**config.mk**
```make
export PLATFORM = sky130hd
export DESIGN_NAME = term_rx
export DESIGN_NICKNAME = d
export VERILOG_FILES = /design/src/rtl/router_pkg.sv /design/src/rtl/rx_fifo.sv /design/src/rtl/term_rx.sv
export SDC_FILE = /design/constraint.sdc
export NUM_CORES = 1
export LEC_CHECK = 0
export ABC_AREA = 1
export CORE_ASPECT_RATIO = 1.25
export CORE_MARGIN = 4
export CORE_UTILIZATION = 49
export CTS_CLUSTER_SIZE = 8
export DETAILED_ROUTE_END_ITERATION = 7
export PLACE_DENSITY = 0.77
export SYNTH_ARGS = -nofsm -noshare
export SYNTH_HDL_FRONTEND = slang
export SYNTH_SLANG_ARGS = --single-unit
```
**constraint.sdc**
```tcl
create_clock -name clk -period 2.4 [get_ports clk]
set_input_delay 0.24 -clock clk [delete_from_list [all_inputs] [get_ports clk]]
set_output_delay 0.24 -clock clk [all_outputs]
set_load 0.02 [all_outputs]
```
**src/rtl/router_pkg.sv**
```systemverilog
// Shared mesh-router definitions: packet field offsets, terminal receive FSM
// states and the width of the terminal's statistics counters.
package router_pkg;

  // Field positions are given as offsets below the packet MSB, so any
  // pckg_sz can use them: field msb = pckg_sz - <offset>.
  localparam int NXT_W        = 8;
  localparam int ID_W         = 4;
  localparam int NXT_MSB_OFS  = 1;
  localparam int ROW_MSB_OFS  = 9;
  localparam int COL_MSB_OFS  = 13;
  localparam int MODE_OFS     = 17;
  localparam int PAYLOAD_OFS  = 18;
  localparam int BCST_LSB     = 18;

  localparam int CNT_W = 8;

  typedef enum logic [1:0] {
    IDLE = 2'd0,
    POP  = 2'd1,
    HOLD = 2'd2
  } rx_state_t;

endpackage

```
**src/rtl/rx_fifo.sv**
```systemverilog
// Client-side receive buffer: FIFO with a combinational head and
// free-running pointers that wrap modulo depth (depth is a power of two).
module rx_fifo #(
  parameter int width = 41,
  parameter int depth = 4
) (
  input  logic             clk,
  input  logic             reset,
  input  logic             wr_en,
  input  logic [width-1:0] wr_data,
  input  logic             rd_en,
  output logic [width-1:0] rd_data,
  output logic             valid,
  output logic             full
);

  localparam int AW = (depth > 1) ? $clog2(depth) : 1;
  localparam logic [AW:0] DEPTH_C = (AW+1)'(depth);

  logic [width-1:0] mem [depth];
  logic [AW-1:0]    wr_ptr;
  logic [AW-1:0]    rd_ptr;
  logic [AW:0]      count;
  logic             do_wr;
  logic             do_rd;

  // Reads of an empty buffer and writes into a full one are dropped.
  assign do_rd = rd_en && (count != '0);
  assign do_wr = wr_en && (count != DEPTH_C);

  always_ff @(posedge clk or negedge reset) begin
    if (!reset) begin
      wr_ptr <= '0;
      rd_ptr <= '0;
      count  <= '0;
    end else begin
      if (do_wr) wr_ptr <= wr_ptr + AW'(1);
      if (do_rd) rd_ptr <= rd_ptr + AW'(1);
      case ({do_wr, do_rd})
        2'b10:   count <= count + (AW+1)'(1);
        2'b01:   count <= count - (AW+1)'(1);
        default: count <= count;
      endcase
    end
  end

  always_ff @(posedge clk) begin
    if (do_wr) mem[wr_ptr] <= wr_data;
  end

  assign rd_data = mem[rd_ptr];
  assign valid   = (count != '0);
  assign full    = (count == DEPTH_C);

endmodule

```
**src/rtl/term_rx.sv**
```systemverilog
// Mesh terminal receiver: pops packets from the router terminal output,
// keeps broadcast/addressed ones in a client FIFO and counts misroutes.
module term_rx
  import router_pkg::*;
#(
  parameter int pckg_sz    = 40,
  parameter int fifo_depth = 4,
  parameter int id_row     = 0,
  parameter int id_column  = 0,
  parameter logic [pckg_sz-19:0] bdcst = {(pckg_sz-18){1'b1}}
) (
  input  logic               clk,
  input  logic               reset,
  input  logic               pndng,
  input  logic [pckg_sz-1:0] data_out,
  output logic               pop,
  output logic               rx_valid,
  output logic [pckg_sz-1:0] rx_data,
  output logic               rx_bcst,
  input  logic               rx_ready,
  output logic [CNT_W-1:0]   misroute_cnt,
  output logic               full
);

  localparam logic [ID_W-1:0] ROW_ID = ID_W'(id_row);
  localparam logic [ID_W-1:0] COL_ID = ID_W'(id_column);

  rx_state_t state;

  logic is_bcst;
  logic is_match;
  logic take;
  logic wr_en;
  logic rd_en;
  logic [pckg_sz:0] head;

  function automatic logic [CNT_W-1:0] sat_inc(input logic [CNT_W-1:0] v);
    return (&v) ? v : v + CNT_W'(1);
  endfunction

  // Classification looks at data_out only on the edge that leaves POP.
  assign is_bcst  = (data_out[pckg_sz-1:BCST_LSB] == bdcst);
  assign is_match = (data_out[pckg_sz-ROW_MSB_OFS -: ID_W] == ROW_ID) &&
                    (data_out[pckg_sz-COL_MSB_OFS -: ID_W] == COL_ID);
  assign take     = (state == POP);
  assign wr_en    = take && (is_bcst || is_match);
  assign rd_en    = rx_valid && rx_ready;

  // The entry check on !full is what keeps the buffer from overflowing:
  // nothing else writes while a pop is in flight.
  always_ff @(posedge clk or negedge reset) begin
    if (!reset) begin
      state <= IDLE;
      pop   <= 1'b0;
    end else begin
      case (state)
        IDLE: begin
          if (pndng && !full) begin
            state <= POP;
            pop   <= 1'b1;
          end
        end
        POP: begin
          state <= HOLD;
          pop   <= 1'b0;
        end
        HOLD: begin
          state <= IDLE;
          pop   <= 1'b0;
        end
        default: begin
          state <= IDLE;
          pop   <= 1'b0;
        end
      endcase
    end
  end

  always_ff @(posedge clk or negedge reset) begin
    if (!reset) begin
      misroute_cnt <= '0;
    end else if (take && !is_bcst && !is_match) begin
      misroute_cnt <= sat_inc(misroute_cnt);
    end
  end

  rx_fifo #(
    .width (pckg_sz + 1),
    .depth (fifo_depth)
  ) u_fifo (
    .clk     (clk),
    .reset   (reset),
    .wr_en   (wr_en),
    .wr_data ({is_bcst, data_out}),
    .rd_en   (rd_en),
    .rd_data (head),
    .valid   (rx_valid),
    .full    (full)
  );

  assign rx_data = head[pckg_sz-1:0];
  assign rx_bcst = head[pckg_sz];

endmodule

```
After elaboration in Yosys (flattened, before gate mapping) --
Memory sizes are Yosys's and may differ from the RTL's. Index checks and enable logic that the tools add are counted.
Cells by class: div/mod/pow operators 0, mux-type cells 7, bitwise operators 1, reductions and logical operators 19, add/sub/neg operators 5, multiply operators 0, shift-type cells 0, magnitude comparators 0, equality and inequality tests 7
Operators with widths (count):
- $eq A22 B22 Y1 const B | 1
- $add A8 B1 Y8 const B | 1
- $logic_and A1 B1 Y1 | 8
- $logic_not A4 Y1 | 2
- $reduce_and A8 Y1 | 1
- $pmux W3 S2 | 1
- $add A2 B1 Y2 const B | 2
- $eq A2 B1 Y1 const B | 2
- $mux W1 | 4
- $pmux W2 S2 | 1
- $add A3 B1 Y3 const B | 1
- $eq A3 B3 Y1 const B | 1
- $logic_not A1 Y1 | 3
- $ne A3 B3 Y1 const B | 1
- $reduce_bool A3 Y1 | 1
- $sub A3 B1 Y3 const B | 1
- $eq A2 B2 Y1 const B | 1
- $logic_not A2 Y1 | 1
- $mux W2 | 1
- $ne A2 B2 Y1 const B | 1
- $reduce_and A2 Y1 | 1
- $reduce_bool A2 Y1 | 1
- $logic_or A1 B1 Y1 | 1
- $not A1 Y1 | 1
Storage, ports and cells: latch bits 0, memory bits (writable) 164, register bits after elaboration 18, memories 1, output and inout port bits 52, ROM bits 0, logic and storage cells 46
Memories:
- u_fifo.mem | words 4, bits a word 41, rd ports 1, clocked after Yosys merged registers in 0, write ports 1, RTL line rx_fifo.sv:20 | logic [width-1:0] mem [depth];

Longest topological paths before layout --
Gate-level depths: netlist of the first run.
depth in word-level cells 7, mapped depth 13, mapped depth without buffers 13

Hierarchy --
Synthesis of the first run repeated with hierarchy kept, for this count alone.
Unflattened totals: cell total of the unflattened synthesis 639, area total of the unflattened synthesis 7816.2 sq um
Modules (own cells, without submodules):
- rx_fifo | cells an instance 539, area an instance 7053.0 sq um, seq. area each 5099.9 sq um, instances 1
- term_rx | cells an instance 100, area an instance 763.2 sq um, seq. area each 250.2 sq um, instances 1

Least setup slack after synthesis of the first run --
No wires, ideal clock.
kind in2reg, from input data_out[21], to memory u_fifo.mem[0][0], enable pin, cell stages on the path 8, slack 40 ps, required time 1993 ps, arrival time 1953 ps, setup time 407 ps, cell sequence nand2_1 nor2_1 nand2_1 nor2_4 nand2_4 nand2_4 nand3_4 nor2_2
Between the ends: cells in the longest elaborated chain, start to end 6
RTL lines:
- start: declaration | RTL line term_rx.sv:15 | input logic [pckg_sz-1:0] data_out,
- $eq A22 B22 Y1 | RTL line term_rx.sv:42 | assign is_bcst = (data_out[pckg_sz-1:BCST_LSB] == bdcst);
- $logic_or A1 B1 Y1 | RTL line term_rx.sv:46 | assign wr_en = take && (is_bcst || is_match);
- $logic_and A1 B1 Y1 | RTL line term_rx.sv:46
- $logic_and A1 B1 Y1 | RTL line rx_fifo.sv:29 | assign do_wr = wr_en && (count != DEPTH_C);
- $mux W1 | RTL line rx_fifo.sv:48 | if (do_wr) mem[wr_ptr] <= wr_data;
- $mux W1 (implied by the code) | RTL line rx_fifo.sv:48
- end: declaration | RTL line rx_fifo.sv:20
Every way passes these cells.

Final worst setup path of the first run --
from register u_fifo.rd_ptr[0], to output rx_data[12]
Between the ends: cells in the longest elaborated chain, start to end 1
RTL lines:
- start: declaration | RTL line rx_fifo.sv:22 | logic [AW-1:0] rd_ptr;
- start signal: assignment | RTL line rx_fifo.sv:38 | if (do_rd) rd_ptr <= rd_ptr + AW'(1);
- $mem_v2 Z4 W41
- end: declaration | RTL line term_rx.sv:18 | output logic [pckg_sz-1:0] rx_data,
Every way passes these cells.

==> key figures, run 1 <==
CTS
  – CTS clock-pin slew for the worst setup and hold paths: 60 ps
  – TritonCTS clock tree: yes
  – CTS Hold Bufs: 0
  – Post-CTS setup repair buffer count: 0
  – Maximum count of clock buffers along a single path: 2
  – Skew-Pair Late Insertion Delay: about 410 ps
  – Number of H-tree branching levels: 4
  – Number of clock sinks seen by CTS: ~180
  – Buffer type at the clock tree root: sky130_fd_sc_hd__clkbuf_16
  – Total clock buffers created by CTS: 17

Run status
  – Run status: complete, no violations

Placed design
  – Total instance count after detailed placement: 835
  – Port Buffers: 95
  – Post-DP HPWL: 10200 microns
  – Global placer's final weighted congestion: 0.786
  – Worst setup slack after placement: -145 ps

Layout
  – Area Growth Syn to Fin: 28.8%
  – # fillers: roughly 1000
  – Final net count: a little over 700
  – Core utilization of the finished layout: 0.644
  – Most frequent cells in the layout: sky130_fd_sc_hd__edfxtp_1 (164), sky130_fd_sc_hd__nor2_1 (94), sky130_fd_sc_hd__o21ai_0 (84), sky130_fd_sc_hd__clkdlybuf4s50_1 (55), sky130_fd_sc_hd__o22ai_1 (41)
  – Most common library cell in the layout ignoring fill and taps: sky130_fd_sc_hd__edfxtp_1
  – Proportion of layout cells with a drive suffix above 1: 0.132
  – Antenna cell count: 0
  – Final Non-Filler Cells: approximately 870

Yosys
  – Number of distinct standard cells referenced by the synthesized netlist: 28
  – Area of the mapped netlist: 7210 sq um
  – Flop and latch count out of synthesis: 181
  – Ys Warns: 0
  – Library cell occupying the most area in the post-synthesis netlist: sky130_fd_sc_hd__edfxtp_1
  – Post-Synthesis Net Count: slightly below 600
  – Post-synthesis sequential area ratio: 0.742
  – Synth top area cells: sky130_fd_sc_hd__edfxtp_1 (68%), sky130_fd_sc_hd__dfrtp_1 (5.9%), sky130_fd_sc_hd__o21ai_0 (5.8%), sky130_fd_sc_hd__nor2_1 (4.9%), sky130_fd_sc_hd__o22ai_1 (3.6%)
  – Synthesized instance count: 546
  – Post-Syn Area per Cell: around 13 sq um
  – Area share of the largest cell type after synthesis: 0.683

Setup path
  – Type of the setup path with the least slack: register to primary output
  – Largest stage delay on the critical path: 620 ps
  – Count of cell instances traversed by the critical path: 5
  – Delay-heaviest family, CP: buffers and inverters
  – Kind of start point of the critical path: register
  – Reg2reg setup slack: 420 ps
  – CP endpoint kind: primary output
  – Worst reg2reg path startpoint: u_fifo.count[1]
  – Critical R2R Capture: u_fifo.count[2]
  – Buffers & Inverters on Critical Path: 3
  – Data required time at the worst endpoint: 2160 ps
  – List of cells traversed by the critical path: inv_4, buf_12, o21ai_0, o22ai_1, clkdlybuf4s50_1
  – Depth of the worst register-to-register path: 9
  – Crit-path max FO: 40
  – Data arrival time of the critical path: around 2100 ps
  – Crit-path slowest cell: sky130_fd_sc_hd__clkdlybuf4s50_1

Timing
  – Worst Max-Slew Pin Slew: just over 800 ps
  – Final min period: 2340 ps
  – Total count of max-transition violations in the final report: 0
  – Setup violations, final: 0
  – Setup repair after global routing missed its margin: false
  – Post-Route Setup TNS: 0 ps
  – Final Worst Setup Slack: 57.8 ps
  – Final worst-path cycle share: 0.976
  – Hold Violations, Final: 0
  – Highest achievable clock rate: around 430 MHz
  – Setup clock skew after layout: around 9.3 ps
  – Worst rel slew slack: 0.462

Global route
  – Vias in the first global route: 4975
  – GRT Resource Usage Total: 0.196
  – Residual overflow from global routing: 0
  – Initial antenna violation count: 0
  – First-pass GRT wire length: between 20000 and 25000 microns
  – Pin count of the biggest net entering global routing: 51

Flow run
  – # Max-Cap Violations: 0

Floorplan
  – Placeable core region: 14400 sq um
  – Total I/O pin count: 96
  – Starting density of the core: 0.500
  – Horizontal extent of the die: 116 microns
  – Number of standard-cell rows in the floorplan: 49
  – Y dimension of the die: ~140 microns
  – Die Outline Area: 16700 sq um

Route
  – Highest routed layer: met4
  – Met1 routed wirelength after detailed routing: 6290 microns
  – Number of vias per cell: between 5 and 6
  – Antenna viol nets, final: 0
  – DRT Pass-1 Iters: 5
  – Total detailed-routing wirelength: 16100 microns
  – Detailed-routed wire length on met2: 8390 microns
  – DR DRC count: 0
  – Via count: roughly 4900
  – Wire length per cell after detailed routing: between 15 and 20 microns
  – Total met3 wirelength after detailed routing: about 1100 microns
  – Initial DRC Count: 452

Pwr
  – Post-layout total power: between 10 and 15 mW
  – Leakage Power: approximately 3.4 nW
  – PD cells: around 1100 nW/um^2
  – Worst vdd ir: 0.753 mV

Hold path
  – Path class of the lowest-slack min-delay path: input pin to async pin
## per-stage QoR
step	hold slack, ps	instance area [sq um]
after floorplan	-55.6	7210
after global placement	443	8720
after detailed placement	452	8720
after CTS	310	9250
after global routing	336	9280
final	294	9280
## cells in the mapped netlist, drive strengths merged
cell type  instances
xnor2              2
inv               24
o22ai             41
dfrtp             17
nor4               1
buf               14
nand4             18
nand3              6
clkbuf            13
nor2             104
o21ai             84
a21oi              2
fa                 1
edfxtp           164
nand2             43
xor2               4
ha                 6
nor3               2
## timing repair
action	in CTS	in global routing
endpoints found under the setup margin	35	10
hold endpoints to repair	0	0
resized for setup	32	13
## sequential cells by signal, indices dropped and copies added (netlist names)
register	count
u_fifo.rd_ptr	2
u_fifo.count	3
state	2
u_fifo.mem	164
misroute_cnt	8
u_fifo.wr_ptr	2
## routing by layer
metal,vias up,global-route usage
met5,-,0
met4,0,0.0739
met3,27,0.0527
met2,201,0.335
met1,2396,0.237
li1,2249,-
## where the power goes
part | internal [mW] | switching [mW] | total [mW]
combinational | 1.37 | 2.35 | 3.71
clock | 1.61 | 1.05 | 2.65
sequential | 3.54 | 0.112 | 3.65
## kinds of logic (layout without fill, tap and decap cells)
group,after synthesis,in the layout,share of synthesized area
AOI/OAI and AO/OA,127,127,0.0958
xor gates and xnor gates,6,6,0.00729
adders and majority gates,7,7,0.0132
buffers and inverters,51,192,0.0290
DFF,181,181,0.742
and+or+nand+nor,174,174,0.112
## worst max path at each step
stage	startpoint	endpoint	slack [ps]
2_1_floorplan	data_out[21]	u_fifo.mem[0][0]	40
3_3_place_gp	data_out[21]	u_fifo.count[1]	-10
3_5_place_dp	data_out[22]	u_fifo.count[1]	-140
4_1_cts	u_fifo.rd_ptr[0]	rx_bcst	-60
5_1_grt	u_fifo.rd_ptr[0]	rx_data[12]	5
6_report	u_fifo.rd_ptr[0]	rx_data[12]	60
## layout make-up
class / count / area [sq um] / area share
Multi-Input combinational cell: 314 / 1670 / 0.180
Sequential cell: 181 / 5350 / 0.576
Timing Repair Buffer: 138 / 1380 / 0.149
Tap cell: 178 / 223 / 0.0240
Clock inverter: 12 / 139 / 0.0150
Inverter: 24 / 92.6 / 0.00997
Clock buffer: 18 / 429 / 0.0462
No activity file was read; power rests on OpenSTA's default activity.
==> run 2, diff against run 1 <==
- CORE_MARGIN: 4 -> 2
- REMOVE_ABC_BUFFERS: not set -> 1
- SLEW_MARGIN: not set -> 20
==> key figures, run 2 (synthesized netlist as in run 1, its figures left out) <==
Pwr
  – Worst vdd ir: 0.701 mV
  – PD cells: 1100 nW/um^2
  – Leakage Power: around 3.5 nW
  – Post-layout total power: 10.3 mW

Global route
  – Residual overflow from global routing: 0
  – GR met2 Demand/Resource: 0.367
  – M3 GR Usage: 0.0531
  – Vias in the first global route: 5043
  – Pin count of the biggest net entering global routing: 39
  – GRT Resource Usage Total: 0.210
  – Top Usage Layer GRT: met2
  – Global routing usage on met1: 0.258
  – Initial antenna violation count: 0
  – First-pass GRT wire length: about 26000 microns

CTS
  – Number of clock sinks seen by CTS: approximately 180
  – TritonCTS clock tree: yes
  – CTS clock-pin slew for the worst setup and hold paths: 70 ps
  – Total clock buffers created by CTS: 17
  – Skew-Pair Late Insertion Delay: between 400 and 500 ps
  – Number of H-tree branching levels: 4
  – CTS Hold Bufs: 0
  – Post-CTS setup repair buffer count: 0
  – Maximum count of clock buffers along a single path: 2
  – Buffer type at the clock tree root: sky130_fd_sc_hd__clkbuf_16

Placed design
  – Global placer's final weighted congestion: 0.816
  – Port Buffers: between 90 and 100
  – Post-DP HPWL: 9950 microns

Setup path
  – Delay-heaviest family, CP: buffers and inverters
  – Critical R2R Capture: u_fifo.count[2]
  – Kind of start point of the critical path: register
  – Depth of the worst register-to-register path: 9
  – Crit-path slowest cell: sky130_fd_sc_hd__clkdlybuf4s50_1
  – Buffers & Inverters on Critical Path: 3
  – Data required time at the worst endpoint: 2160 ps
  – Largest stage delay on the critical path: 630 ps
  – CP endpoint kind: primary output
  – Reg2reg setup slack: 400 ps
  – Data arrival time of the critical path: 2070 ps
  – Crit-path max FO: 13
  – Worst reg2reg path startpoint: u_fifo.count[1]
  – Type of the setup path with the least slack: register to primary output
  – Critical Path Source: u_fifo.rd_ptr[0]
  – List of cells traversed by the critical path: inv_2, buf_4, nor2_1, o22ai_1, clkdlybuf4s50_1

Route
  – Initial DRC Count: 571
  – Number of vias per cell: between 5 and 6
  – Total detailed-routing wirelength: approximately 16000 microns
  – Antenna viol nets, final: 0
  – DRT Pass-1 Iters: 5
  – Via count: approximately 5000
  – Wire length per cell after detailed routing: 18.5 microns
  – DR DRC count: 0

Hold path
  – Path class of the lowest-slack min-delay path: input pin to async pin

Layout
  – Final net count: 727
  – Proportion of layout cells with a drive suffix above 1: 0.142
  – Most frequent cells in the layout: sky130_fd_sc_hd__edfxtp_1 (164), sky130_fd_sc_hd__nor2_1 (94), sky130_fd_sc_hd__o21ai_0 (84), sky130_fd_sc_hd__clkdlybuf4s50_1 (59), sky130_fd_sc_hd__o22ai_1 (41)
  – Most common library cell in the layout ignoring fill and taps: sky130_fd_sc_hd__edfxtp_1
  – Flip-flop count of the largest register, all copies and words added: between 150 and 200
  – # fillers: 996
  – Core utilization of the finished layout: 0.647
  – Largest registers: u_fifo.mem (164), misroute_cnt (8), u_fifo.count (3)
  – Largest register by flop count: u_fifo.mem
  – Antenna cell count: 0
  – Area Growth Syn to Fin: 29.4%

Timing
  – Final min period: 2310 ps
  – Hold Violations, Final: 0
  – Final worst-path cycle share: 0.964
  – Setup clock skew after layout: 8.15 ps
  – Highest achievable clock rate: 432 MHz
  – Total count of max-transition violations in the final report: 0
  – Setup violations, final: 0
  – Worst rel slew slack: 0.466
  – Worst Max-Slew Pin Slew: 798 ps

Floorplan
  – Y dimension of the die: about 140 microns
  – Die Outline Area: 15700 sq um
  – Total I/O pin count: 96
  – Starting density of the core: 0.500
  – Number of standard-cell rows in the floorplan: between 40 and 50
  – Horizontal extent of the die: roughly 110 microns
  – Placeable core region: 14400 sq um

Flow run
  – # Max-Cap Violations: 0

Run status
  – Run status: complete, no violations
-- run 2: cell count changes in the layout (fill, tap and decap cells not counted), sizes merged --
cell,delta
clkinv,-4
clkbuf,-1
bufinv,-2
clkinvlp,-1
dlygate4sd2,-12
dlymetal6s2s,+8
buf,-1
bufbuf,+1
inv,+10
clkdlybuf4s50,+4
-- run 2: what timing repair did --
item / CTS / global route
cloned: 1 / 0
gates resized for setup: 20 / 20
endpoints found under the setup margin: 28 / 19
-- run 2: area by class of cell --
| class | instances | area [sq um] | area share |
|---|---|---|---|
| sequential | 181 | 5350 | 0.574 |
| multi-input combinational | 314 | 1670 | 0.179 |
| timing repair buffer | 138 | 1410 | 0.151 |
| clock buffer | 17 | 425 | 0.0456 |
| tap | 178 | 223 | 0.0239 |
| clock inverter | 15 | 158 | 0.0169 |
| inverter | 24 | 90.1 | 0.00966 |
-- run 2: routing by layer --
layer	wire (microns)	vias up
met5	0	-
met4	155	0
met3	920	15
met2	8390	184
met1	6580	2397
li1	-	2259
-- run 2: per-stage QoR --
stage               std cells  setup slack [ps]  TNS (ps)  cell area (sq um)  hold WS [ps]
floorplan                 519              -483    -30300               7090         -55.6
global placement          834              49.8         0               8670           448
detailed placement        834             -44.7     -44.7               8670           455
CTS                       867              3.99         0               9270           312
global route              867             -2.17     -2.17               9320           338
finish                    867              86.8         0               9320           283
-- run 2: worst max-delay path by stage --
stage / to / slack, ps / cells after the start
5_1_grt: rx_data[11] / -2 / 5
3_5_place_dp: u_fifo.count[1] / -40 / 10
6_report: rx_data[23] / 90 / 5
4_1_cts: rx_data[14] / 4 / 4
2_1_floorplan: rx_bcst / -480 / 3
3_3_place_gp: u_fifo.count[1] / 50 / 10
-- run 2: worst reg2reg max path: stages (launching register included) --
cell and delay (ps):
sky130_fd_sc_hd__dfrtp_1 410, sky130_fd_sc_hd__nor3_2 230, sky130_fd_sc_hd__inv_1 150, sky130_fd_sc_hd__nand3_4 100, sky130_fd_sc_hd__ha_1 130, sky130_fd_sc_hd__inv_1 70
sky130_fd_sc_hd__fa_1 380, sky130_fd_sc_hd__a21oi_1 150, sky130_fd_sc_hd__o21ai_0 110, sky130_fd_sc_hd__xor2_1 160
-- run 2: power by group --
group	leakage, nW	switching, mW	total [mW]	internal, mW
combinational	1.50	2.37	3.91	1.53
clock	0.287	1.23	2.71	1.48
sequential	1.70	0.113	3.65	3.53
total	3.48	3.71	10.3	6.55
==> run 3, diff against run 2 <==
- REMOVE_ABC_BUFFERS: 1 -> not set
==> key figures, run 3 (synthesized netlist as in run 1, its figures left out) <==
Timing
  – Post-Route Setup TNS: 0 ps
  – Setup repair after global routing missed its margin: false
  – Worst Max-Slew Pin Slew: about 810 ps
  – Highest achievable clock rate: between 400 and 500 MHz
  – Hold Violations, Final: 0
  – Setup clock skew after layout: 10.6 ps
  – Smallest hold slack: 285 ps
  – Final min period: 2300 ps
  – Total count of max-transition violations in the final report: 0
  – Final worst-path cycle share: 0.958
  – Worst rel slew slack: 0.460
  – Setup violations, final: 0

Placed design
  – Total instance count after detailed placement: 837
  – Port Buffers: 95
  – Cell Area, Placed: 8750 sq um
  – Global placer's final weighted congestion: about 0.81
  – Post-DP HPWL: 10100 microns

Pwr
  – PD cells: ~1100 nW/um^2
  – Relative contribution of combinational cells to total power: 0.375
  – Clock network fraction of design power: 0.267
  – NetSw: 3.56 mW
  – Proportion of power drawn by flip-flops and latches: 0.357
  – Int Power: 6.65 mW
  – Leakage Power: 3.47 nW
  – Proportion of total power due to net switching: 0.349
  – Worst vdd ir: around 0.79 mV

Floorplan
  – Starting density of the core: 0.500
  – Y dimension of the die: 140 microns
  – Placeable core region: around 14000 sq um
  – Number of standard-cell rows in the floorplan: 49
  – Horizontal extent of the die: 112 microns
  – Total I/O pin count: 96
  – Die Outline Area: 15700 sq um

Layout
  – Antenna cell count: 0
  – Most common library cell in the layout ignoring fill and taps: sky130_fd_sc_hd__edfxtp_1
  – Proportion of layout cells with a drive suffix above 1: 0.141
  – Flip-flop count of the largest register, all copies and words added: around 160
  – # fillers: just under 1000
  – Largest register by flop count: u_fifo.mem
  – Core utilization of the finished layout: 0.651
  – Multi-input gate area: 1670 sq um
  – Largest registers: u_fifo.mem (164), misroute_cnt (8), u_fifo.count (3)
  – Final Non-Filler Cells: about 870
  – Final net count: 730
  – Most frequent cells in the layout: sky130_fd_sc_hd__edfxtp_1 (164), sky130_fd_sc_hd__nor2_1 (94), sky130_fd_sc_hd__o21ai_0 (84), sky130_fd_sc_hd__clkdlybuf4s50_1 (57), sky130_fd_sc_hd__o22ai_1 (41)
  – Area of all sequential standard cells: roughly 5400 sq um
  – Area Growth Syn to Fin: 30.2%
  – Area of all placed cells without fillers: 9380 sq um

Flow run
  – # Max-Cap Violations: 0

Setup path
  – Data required time at the worst endpoint: 2160 ps
  – Depth of the worst register-to-register path: 9
  – Worst reg2reg path startpoint: u_fifo.count[1]
  – Data arrival time of the critical path: 2060 ps
  – Critical Path Source: u_fifo.rd_ptr[0]
  – Crit-path max FO: 26
  – CP endpoint kind: primary output
  – Kind of start point of the critical path: register
  – Type of the setup path with the least slack: register to primary output

Run status
  – Run status: complete, no violations

Hold path
  – Path class of the lowest-slack min-delay path: input pin to async pin

CTS
  – Buffer type at the clock tree root: sky130_fd_sc_hd__clkbuf_16
  – Maximum count of clock buffers along a single path: 2
  – CTS Hold Bufs: 0
  – Number of H-tree branching levels: 4
  – TritonCTS clock tree: yes
  – Total clock buffers created by CTS: 17
  – Post-CTS setup repair buffer count: 0
  – Number of clock sinks seen by CTS: 181
  – CTS clock-pin slew for the worst setup and hold paths: 60 ps
  – Skew-Pair Late Insertion Delay: 420 ps

Route
  – Wire length per cell after detailed routing: 18.6 microns
  – DRT Pass-1 Iters: 5
  – Via count: 4880
  – Number of vias per cell: 5.62
  – Initial DRC Count: 490
  – Antenna viol nets, final: 0
  – DR DRC count: 0
  – Total detailed-routing wirelength: 16100 microns

Global route
  – Residual overflow from global routing: 0
  – Vias in the first global route: 4883
  – GRT Resource Usage Total: 0.208
  – Initial antenna violation count: 0
  – First-pass GRT wire length: 24900 microns
  – Pin count of the biggest net entering global routing: 39
## run 3: layer usage
metal,track usage,vias to the layer above,wire [microns]
li1,-,2268,-
met1,0.252,2418,6460
met2,0.357,174,8410
met3,0.0566,20,985
met4,0.0764,0,288
met5,0,-,0
## run 3: power groups by stage
stage               logic [mW]  clock network (mW)  registers [mW]
floorplan                 2.16                   0            3.74
global placement          3.85                   0            3.69
detailed placement        3.95                   0            3.70
CTS                       3.85                2.76            3.64
global route              4.14                2.89            3.66
finish                    3.83                2.73            3.65
## run 3: worst max-delay path, stage by stage (launching register included)
cell and delay, ps:
sky130_fd_sc_hd__dfrtp_2 460, sky130_fd_sc_hd__inv_4 150, sky130_fd_sc_hd__buf_12 190, sky130_fd_sc_hd__o21ai_0 90, sky130_fd_sc_hd__o22ai_1 120, sky130_fd_sc_hd__clkdlybuf4s50_1 620
## run 3: what timing repair did
action	4_1_cts	5_1_grt
gates resized for setup	28	15
cloned	1	0
endpoints found under the setup margin	29	16
## run 3: worst paths after layout
path                                    endpoint  slack [ps]
max in group asynchronous       u_fifo.rd_ptr[0]        1560
worst max register to register   u_fifo.count[2]         360
min in group clk                        state[0]         350
worst min register to register          state[0]         470
worst min-delay path                    state[1]         290
worst max-delay path                  rx_data[1]         100
## run 3: metrics by stage
stage	power, mW	setup WS (ps)
after detailed placement	7.65	-128
after CTS	10.3	4.78
after floorplan	5.89	40.4
after global routing	10.7	23.3
final	10.2	101
after global placement	7.55	-11.2
## run 3: cell type report
cell class	count	area share
Timing Repair Buffer	141	0.156
Clock inverter	12	0.0164
Tap cell	178	0.0237
Multi-Input combinational cell	314	0.178
Clock buffer	18	0.0458
Sequential cell	181	0.570
Inverter	24	0.00987
